==> config.mk <==
export PLATFORM = sky130hd
export DESIGN_NAME = if_fetch_stage
export DESIGN_NICKNAME = d
export VERILOG_FILES = /design/src/rtl/if_fetch_stage_pkg.sv /design/src/rtl/if_fetch_stage_if_id_reg.sv /design/src/rtl/if_fetch_stage.sv
export SDC_FILE = /design/constraint.sdc
export NUM_CORES = 1
export LEC_CHECK = 0
export ABC_AREA = 1
export CORE_MARGIN = 2
export CORE_UTILIZATION = 44
export DETAILED_ROUTE_END_ITERATION = 6
export PLACE_DENSITY_LB_ADDON = 0.1
export REMOVE_ABC_BUFFERS = 1
export SETUP_SLACK_MARGIN = 0.05
export SLEW_MARGIN = 20
export SYNTH_ARGS = -nofsm -noshare
export SYNTH_HDL_FRONTEND = slang
export SYNTH_SLANG_ARGS = --single-unit
==> constraint.sdc <==
create_clock -name clk -period 2.8 [get_ports clk]
set_input_delay 0.56 -clock clk [delete_from_list [all_inputs] [get_ports clk]]
set_output_delay 0.56 -clock clk [all_outputs]
set_load 0.005 [all_outputs]
==> src/rtl/if_fetch_stage_pkg.sv <==
// Shared fetch-stage definitions: vector addresses, the next-PC select encoding
// (also consumed by the hazard unit) and small PC helper functions.
package if_fetch_stage_pkg;

    localparam logic [31:0] RESET_VEC_DEF = 32'h8000_0000;
    localparam logic [31:0] IRQ_VEC_DEF   = 32'h8000_0004;
    localparam logic [31:0] EXC_VEC_DEF   = 32'h8000_0008;
    localparam logic [31:0] NOP_WORD_DEF  = 32'h0000_0000;

    typedef enum logic [2:0] {
        PCSEL_SEQ = 3'd0,
        PCSEL_BR  = 3'd1,
        PCSEL_JR  = 3'd2,
        PCSEL_J   = 3'd3,
        PCSEL_IRQ = 3'd4,
        PCSEL_EXC = 3'd5
    } pcsel_e;

    function automatic logic [31:0] word_align(input logic [31:0] addr);
        return {addr[31:2], 2'b00};
    endfunction

    // Redirects other than jr and the vectors may not change the kernel/user bit.
    function automatic logic [31:0] keep_mode(input logic [31:0] cur_pc,
                                              input logic [31:0] target);
        return {cur_pc[31], target[30:0]};
    endfunction

endpackage

==> src/rtl/if_fetch_stage_if_id_reg.sv <==
// IF/ID pipeline register: flush inserts a bubble, hold freezes the contents.
module if_fetch_stage_if_id_reg
    import if_fetch_stage_pkg::*;
#(
    parameter logic [31:0] NOP_WORD = NOP_WORD_DEF
) (
    input  logic        clk,
    input  logic        reset,
    input  logic        i_hold,
    input  logic        i_flush,
    input  logic [31:0] i_instr,
    input  logic [31:0] i_pc_plus4,
    output logic [31:0] o_instr,
    output logic [31:0] o_pc_plus4,
    output logic        o_valid
);

    logic [31:0] r_instr;
    logic [31:0] r_pc_plus4;
    logic        r_valid;

    always_ff @(posedge clk or negedge reset) begin
        if (!reset) begin
            r_instr    <= NOP_WORD;
            r_pc_plus4 <= 32'h0;
            r_valid    <= 1'b0;
        end else if (i_flush) begin
            r_instr    <= NOP_WORD;
            r_pc_plus4 <= 32'h0;
            r_valid    <= 1'b0;
        end else if (!i_hold) begin
            r_instr    <= i_instr;
            r_pc_plus4 <= i_pc_plus4;
            r_valid    <= 1'b1;
        end
    end

    assign o_instr    = r_instr;
    assign o_pc_plus4 = r_pc_plus4;
    assign o_valid    = r_valid;

endmodule

==> src/rtl/if_fetch_stage.sv <==
// Instruction-fetch stage: PC register, prioritised next-PC selection, interrupt
// acceptance and the IF/ID register. Instruction memory is read combinationally.
module if_fetch_stage
    import if_fetch_stage_pkg::*;
#(
    parameter logic [31:0] RESET_VEC = RESET_VEC_DEF,
    parameter logic [31:0] IRQ_VEC   = IRQ_VEC_DEF,
    parameter logic [31:0] EXC_VEC   = EXC_VEC_DEF,
    parameter logic [31:0] NOP_WORD  = NOP_WORD_DEF
) (
    input  logic        clk,
    input  logic        reset,
    input  logic        stall,
    input  logic        br_taken,
    input  logic [31:0] br_target,
    input  logic        jmp,
    input  logic [31:0] jmp_target,
    input  logic        jr,
    input  logic [31:0] jr_target,
    input  logic        exc,
    input  logic        irq,
    output logic [31:0] imem_addr,
    input  logic [31:0] imem_instr,
    output logic [31:0] id_instr,
    output logic [31:0] id_pc_plus4,
    output logic        id_valid,
    output logic        irq_ack,
    output logic [31:0] epc
);

    logic [31:0] r_pc;
    logic [31:0] w_pc_plus4;
    logic [31:0] w_next_pc;
    logic        w_irq_take;
    logic        w_hold;
    logic        w_flush;
    pcsel_e      w_sel;
    logic        w_unused_ok;

    assign w_pc_plus4 = r_pc + 32'd4;

    // Kernel mode (pc[31]=1) masks interrupts; any competing redirect or stall
    // defers the request, which the source keeps asserted until accepted.
    assign w_irq_take = irq & ~r_pc[31] & ~exc & ~br_taken & ~stall & ~jmp & ~jr;

    always_comb begin
        w_sel  = PCSEL_SEQ;
        w_hold = 1'b0;
        if (exc) begin
            w_sel = PCSEL_EXC;
        end else if (w_irq_take) begin
            w_sel = PCSEL_IRQ;
        end else if (br_taken) begin
            w_sel = PCSEL_BR;
        end else if (stall) begin
            w_hold = 1'b1;
        end else if (jr) begin
            w_sel = PCSEL_JR;
        end else if (jmp) begin
            w_sel = PCSEL_J;
        end
    end

    always_comb begin
        w_next_pc = r_pc;
        if (!w_hold) begin
            case (w_sel)
                PCSEL_EXC: w_next_pc = EXC_VEC;
                PCSEL_IRQ: w_next_pc = IRQ_VEC;
                PCSEL_BR:  w_next_pc = keep_mode(r_pc, br_target);
                PCSEL_JR:  w_next_pc = jr_target;
                PCSEL_J:   w_next_pc = keep_mode(r_pc, jmp_target);
                default:   w_next_pc = keep_mode(r_pc, w_pc_plus4);
            endcase
        end
    end

    // Every redirect squashes the word fetched this cycle; there are no delay slots.
    assign w_flush = (w_sel != PCSEL_SEQ);

    always_ff @(posedge clk or negedge reset) begin
        if (!reset) begin
            r_pc <= RESET_VEC;
        end else begin
            r_pc <= word_align(w_next_pc);
        end
    end

    if_fetch_stage_if_id_reg #(
        .NOP_WORD   (NOP_WORD)
    ) u_if_id_reg (
        .clk        (clk),
        .reset      (reset),
        .i_hold     (w_hold),
        .i_flush    (w_flush),
        .i_instr    (imem_instr),
        .i_pc_plus4 (w_pc_plus4),
        .o_instr    (id_instr),
        .o_pc_plus4 (id_pc_plus4),
        .o_valid    (id_valid)
    );

    assign imem_addr   = r_pc;
    assign irq_ack     = w_irq_take;
    assign epc         = r_pc;
    assign w_unused_ok = ^{br_target[31], jmp_target[31]};

endmodule
==> impl_results.md, run 1 <==
* # Max-Cap Violations at 0
* Via count at 5532
* Max clock buf depth at 2
* TritonCTS Buffers at 9
* Status: completed
* Largest family of logic cells by synthesized area: simple AND/OR/NAND/NOR gates
* Detailed-route DRC error count at 0
* First-pass GRT wire length at 26100 um
* GRT Util Overall at 25.1%
* HPWL after detailed placement at 12300 um
* Netlist area before placement at 5370 um2
* Comb power frac at 20.7%
* PwrDens at 432 nW/um2
* Synthesized area per cell at 6.71 um2
* Worst Hold Class: in -> async
* RSZ-0062 raised after global routing: no
* Clk pwr share at 35.6%
* Total congestion overflow at 0
* Core Footprint at 12000 um2
* Synthesized instance count at 800
* Die Wd at 114 um
* Startpoint types: input port
* Leak at 3.98 nW
* Number of gates resized after CTS at 0
* Multi-input logic area at 2450 um2
* Die ar. at 13100 um2
* # setup viols final at 0
* Yosys cell types at 26
* CP Class: in -> out
* First DRT Iteration DRCs at 234
* Reg2reg path depth at 8
* Sw frac at 26.7%
* Final period util at 92.3%
* Worst-Skew Late Latency at 0.35 ns
* H-tree levels at 3
* Initial antenna violation count at 0
* Layout area overhead at 50.8%
* Crit end category: output pin
* Boundary pin count at 266
* Routability Congestion at 0.894
* Row cnt at 40
* Worst-Margin Slew at 0.696 ns
* Register Area at 2330 um2
* Filler instances at 1063
* Worst EP arrival at 2.02 ns
* Top area cells in the synthesized netlist: dfrtp_1 (43%), nand2_1 (30%), nor2_1 (6.1%)
* DR WL/cell at 13.6 um
* Max IR drop VDD at 0.000273 V
* Pint at 2.56 mW
* Max frequency at 0.387 GHz
* Crit path time final at 2.58 ns
* CP max FO at 4
* Psw at 936 uW
* CTS Root Cell: clkbuf_16
* Slew headroom at 53.5%
* Layout cell share with drive strength beyond 1 at 4.19%
* Multiplexer share of the synthesized area at 0%
* Ys Warns at 0
* CTS tree: yes
* Design area at 8100 um2
* Xor/xnor cell area share of the yosys netlist at 1.96%
* # Post-CTS Setup Buffers at 0
* Die Y at 114 um
* Placed inst area at 7790 um2
* Final count of pins violating max slew at 0
* Clk pin slew, worst setup/hold paths at 0.07 ns
* Port Buf Inserts at 251
* N_diodes at 0
* Largest net degree at the start of global routing at 60
* Post-Synth Simple-Gate Area at 41.1%
* Critical Path RT at 2.24 ns
* Effective utilization at floorplan at 44.9%
* Post-synthesis register bit count at 93
* Area share of the largest cell type after synthesis at 42.9%
* Vias per cell at 4.72
* DRT Wirelength at 15900 um
* Clock sink count at 93
* Adder-cell share of the synthesized area at 0.233%
* Final hold violations at 0
* Seq/Total Area, Yosys at 43.4%
* CTS hold repair buffers at 0
* Power share of the sequential group at 43.7%
* Area leader, netlist: dfrtp_1
* Final ANT Viol Nets at 0
* Final setup skew at 0.00570 ns
* Drt first pass iters at 4
* Vias in the first global route at 5416
* Setup TNS at 0 ns
* Layout net count at 1158
* Compound-Gate Fraction of Synth Area at 1.91%
-- cells in the final DEF, fill, tap and decap left out, drive strengths merged, types with 7 or more instances in the layout --
cell	netlist	routed
nand2	423	423
clkdlybuf4s50	0	250
dfrtp	92	92
nor2	92	92
inv	53	53
nand3	42	42
a21oi	14	14
buf	56	14
clkbuf	3	9
xnor2	7	7
-- worst paths after layout --
check | start | to | slack [ns]
max | stall | irq_ack | 0.22
min | reset | epc[5] | 0.21
max reg2reg | epc[3] | epc[18] | 0.84
min reg2reg | u_if_id_reg.o_instr[2] | u_if_id_reg.o_instr[2] | 0.48
max in group asynchronous | reset | epc[31] | 1.92
min in group clk | u_if_id_reg.o_instr[2] | u_if_id_reg.o_instr[2] | 0.48
-- power groups by stage --
stage,logic (mW),clock network [mW],registers [mW]
detailed placement,0.731,0,1.55
finish,0.724,1.24,1.53
global placement,0.722,0,1.55
CTS,0.735,1.27,1.53
floorplan,0.190,0,1.54
global route,0.799,1.32,1.54
-- metrics by stage --
step / hold slack [ns] / power, mW / utilization, % / instances / worst slack, ns
6_report: 0.209 / 3.50 / 67.7 / 1173 / 0.216
5_1_grt: 0.249 / 3.67 / 67.7 / 1173 / 0.142
4_1_cts: 0.226 / 3.53 / 67.7 / 1173 / 0.223
3_5_place_dp: 0.464 / 2.28 / 65.2 / 1157 / 0.246
3_3_place_gp: 0.461 / 2.27 / 65.2 / 1157 / 0.249
2_1_floorplan: 0.264 / 1.73 / - / 746 / 0.642
-- kinds of logic after synthesis --
family / after synthesis
fa+ha+maj: 1
xor+xnor: 12
simple gates: 562
flops: 93
other cells: 1
buf+inv: 112
compound gates: 19
-- layout make-up --
type,count,area share [%]
repair buffers,264,32.5
multi-input cells,600,30.3
clock buffers,9,2.78
clock inverters,7,0.943
inverters,53,2.46
flip-flops and latches,93,28.8
well taps,147,2.27
-- sequential cells by signal, summed over array words and instances (netlist names) --
register	flops
u_if_id_reg.o_instr	32
epc	30
u_if_id_reg.o_pc_plus4	30
u_if_id_reg.o_valid	1
-- critical path, cell delays in order --
cell and delay, ns:
clkdlybuf4s50_1 0.48, nor2_2 0.17, nand2_1 0.10, nor2_1 0.18
clkdlybuf4s50_1 0.53
-- routing by layer --
metal / share of wire, % / global-route usage, % / wire length, um
met5: 0 / 0 / 0
met4: 1.5 / 7.80 / 240
met3: 5.8 / 4.39 / 923
met2: 48 / 42.5 / 7630
met1: 45 / 32.9 / 7130
-- synthesized netlist by cell type --
cell type,count
nand3b_1,1
dfrtp_1,92
inv_2,5
conb_1,1
buf_4,42
nor2_2,3
o21bai_1,1
dfstp_2,1
nand2_1,423
ha_1,1
o21ai_0,2
nand3_1,40
buf_2,12
nand3_2,2
nor2_1,87
xor2_1,5
o31ai_1,1
inv_1,48
xnor2_1,7
nor2_4,2
a21oi_1,14
and2_1,1
clkbuf_1,3
o211ai_1,1
nand4_1,3
buf_6,2
(Power assumes the default switching activity.)
==> run 2: changes to the inputs <==
- CORE_AREA: default -> 2 2 103 105
- CORE_MARGIN: 2 -> default
- CORE_UTILIZATION: 44 -> default
- DIE_AREA: default -> 0 0 105 107
- DONT_BUFFER_PORTS: default -> 1
==> run 2 against run 1 <==
Net effect:
- combinational power decreased by 62%
- via count decreased by 16%
- global-route usage decreased by 0.41 points
- clock skew increased by 0.0062 ns
- power decreased by 20%
- clock power decreased by 22%
- non-clock buffer count decreased by 256
- fmax increased by 19%
- first-iteration DRC count increased by 3.0%
- sequential share of layout area increased by 14 points
- final cell count decreased by 23%
- critical path depth increased by 3
==> impl_results.md, run 2 (synthesis gave the netlist of run 1 again) <==
* N_diodes at 0 (unchanged)
* Clock sink count at 93 (unchanged)
* Most frequent cells in the layout: nand2_1 (423), dfrtp_1 (92), nor2_1 (87)
* CP Class: reg -> reg
* Final hold violations at 0 (unchanged)
* Port Buf Inserts at 0 (-100%)
* Max reg flops at 32 (unchanged)
* Setup TNS at 0 ns (unchanged)
* Crit path from: epc[2]
* Layout net count at 902 (-22%)
* Detailed-route DRC error count at 0 (unchanged)
* CTS tree: yes
* Startpoint types: flip-flop
* Slew headroom at 49.1% (-4.3 points)
* Max frequency at 0.460 GHz (+19%)
* Total congestion overflow at 0 (unchanged)
* Layout cell share with drive strength beyond 1 at 4.81% (+0.61 points)
* Routability Congestion at 0.892 (-0.28%)
* Status: completed
* Most common cell after layout, fill and taps aside: nand2_1
* Worst EP arrival at 2.49 ns (+0.47 ns)
* DRT Wirelength at 13800 um (-13%)
* Worst Hold Class: in -> async
* DR WL/cell at 15.2 um (+12%)
* Crit path time final at 2.17 ns (-0.412 ns)
* # setup viols final at 0 (unchanged)
* Worst R2R Start: epc[2]
* Drt first pass iters at 4 (unchanged)
* Min Hold Slack at 0.0205 ns (-0.189 ns)
* Die Y at 107 um (-6.5%)
* CP max FO at 9 (+5)
* PwrDens at 514 nW/um2 (+19%)
* Final period util at 77.6% (-15 points)
* Die ar. at 11200 um2 (-14%)
* Boundary pin count at 266 (unchanged)
* Final count of pins violating max slew at 0 (unchanged)
* Core Util, Final at 53.9% (-14 points)
* Initial antenna violation count at 0 (unchanged)
* First-pass GRT wire length at 21900 um (-16%)
* Vias per cell at 5.11 (+8.5%)
* Leak at 2.97 nW (-25%)
* Largest net degree at the start of global routing at 93 (+55%)
* Vias in the first global route at 4352 (-20%)
* Final ANT Viol Nets at 0 (unchanged)
* Core Footprint at 10100 um2 (-16%)
* Worst-Margin Slew at 0.761 ns (+0.0650 ns)
* Number of gates resized after CTS at 0 (unchanged)
* Max IR drop VDD at 0.000232 V (-15%)
* # Max-Cap Violations at 0 (unchanged)
* GRT Util Overall at 24.7% (-0.41 points)
* Setup WS pre-CTS at 0.642 ns (+0.397 ns)
* CTS Root Cell: clkbuf_8
* Via count at 4634 (-16%)
* Die Wd at 105 um (-8.3%)
* Clk pin slew, worst setup/hold paths at 0.10 ns (+0.03 ns)
* TritonCTS Buffers at 9 (unchanged)
* Critical Path RT at 3.11 ns (+0.87 ns)
* Effective utilization at floorplan at 53.2% (+8.3 points)
* H-tree levels at 3 (unchanged)
* Final setup skew at 0.0119 ns (+0.00617 ns)
* Final Worst Setup Slack at 0.628 ns (+0.412 ns)
* Row cnt at 37 (-7.5%)
* Placed inst area at 5200 um2 (-33%)
* RSZ-0062 raised after global routing: no
* Design area at 5440 um2 (-33%)
* HPWL after detailed placement at 10200 um (-17%)
* Worst-Skew Late Latency at 0.37 ns (+0.02 ns)
* First DRT Iteration DRCs at 241 (+3.0%)
* Layout area overhead at 1.31%
* Crit end category: flip-flop
* Max clock buf depth at 2 (unchanged)
-- run 2: cell count changes in the layout (fill, tap and decap cells not counted), sizes merged --
cell | previous run | this run
inv | 53 | 57
clkdlybuf4s50 | 250 | 0
clkinv | 4 | 1
buf | 14 | 8
clkinvlp | 2 | 1
-- run 2: routing by layer --
layer,routed length [um],track usage (%),vias up
met3,953,5.47,18
met1,5930,31.7,2131
met2,6720,42.1,179
li1,-,-,2306
met4,203,7.24,0
met5,0,0,-
-- run 2: report_power, final --
part           internal (mW)  total, mW  switching [mW]
sequential              1.42       1.56           0.137
clock                  0.433      0.964           0.531
combinational         0.0879      0.273           0.185
-- run 2: final cells by class --
class	count	area [um2]
Timing Repair Buffer	8	80.1
Clock inverter	7	86.3
Clock buffer	9	124
Sequential cell	93	2330
Inverter	53	199
Fill cell	1050	4650
Multi-Input combinational cell	600	2450
Tap cell	136	170
-- run 2: path summary, 6_finish.rpt --
check | endpoint | slack (ns) | cells past startpoint
worst min-delay path | epc[31] | 0.02 | 0
worst max-delay path | epc[18] | 0.63 | 8
worst min register to register | u_if_id_reg.o_instr[8] | 0.52 | 2
max in group asynchronous | epc[19] | 2.34 | 1
min in group clk | u_if_id_reg.o_instr[31] | 0.28 | 2
worst max register to register | epc[18] | 0.63 | 8
-- run 2: repair_timing --
item | in CTS | in global routing
setup buffers | 0 | 0
hold buffers | 1 | 0
endpoints found under the hold margin | 92 | 0
-- run 2: critical path, stage by stage (launching register included) --
cell     delay [ns]
dfrtp_1        0.59
ha_1           0.35
nand2_1        0.08
nor2_1         0.34
nand2_1        0.22
nor2_1         0.18
xor2_1         0.17
nand2_1        0.09
nand2_1        0.10
-- run 2: stage by stage --
step	instances	total power, mW
2_1_floorplan	746	1.73
3_3_place_gp	889	1.83
3_5_place_dp	889	1.83
4_1_cts	906	2.84
5_1_grt	906	2.94
6_report	906	2.80
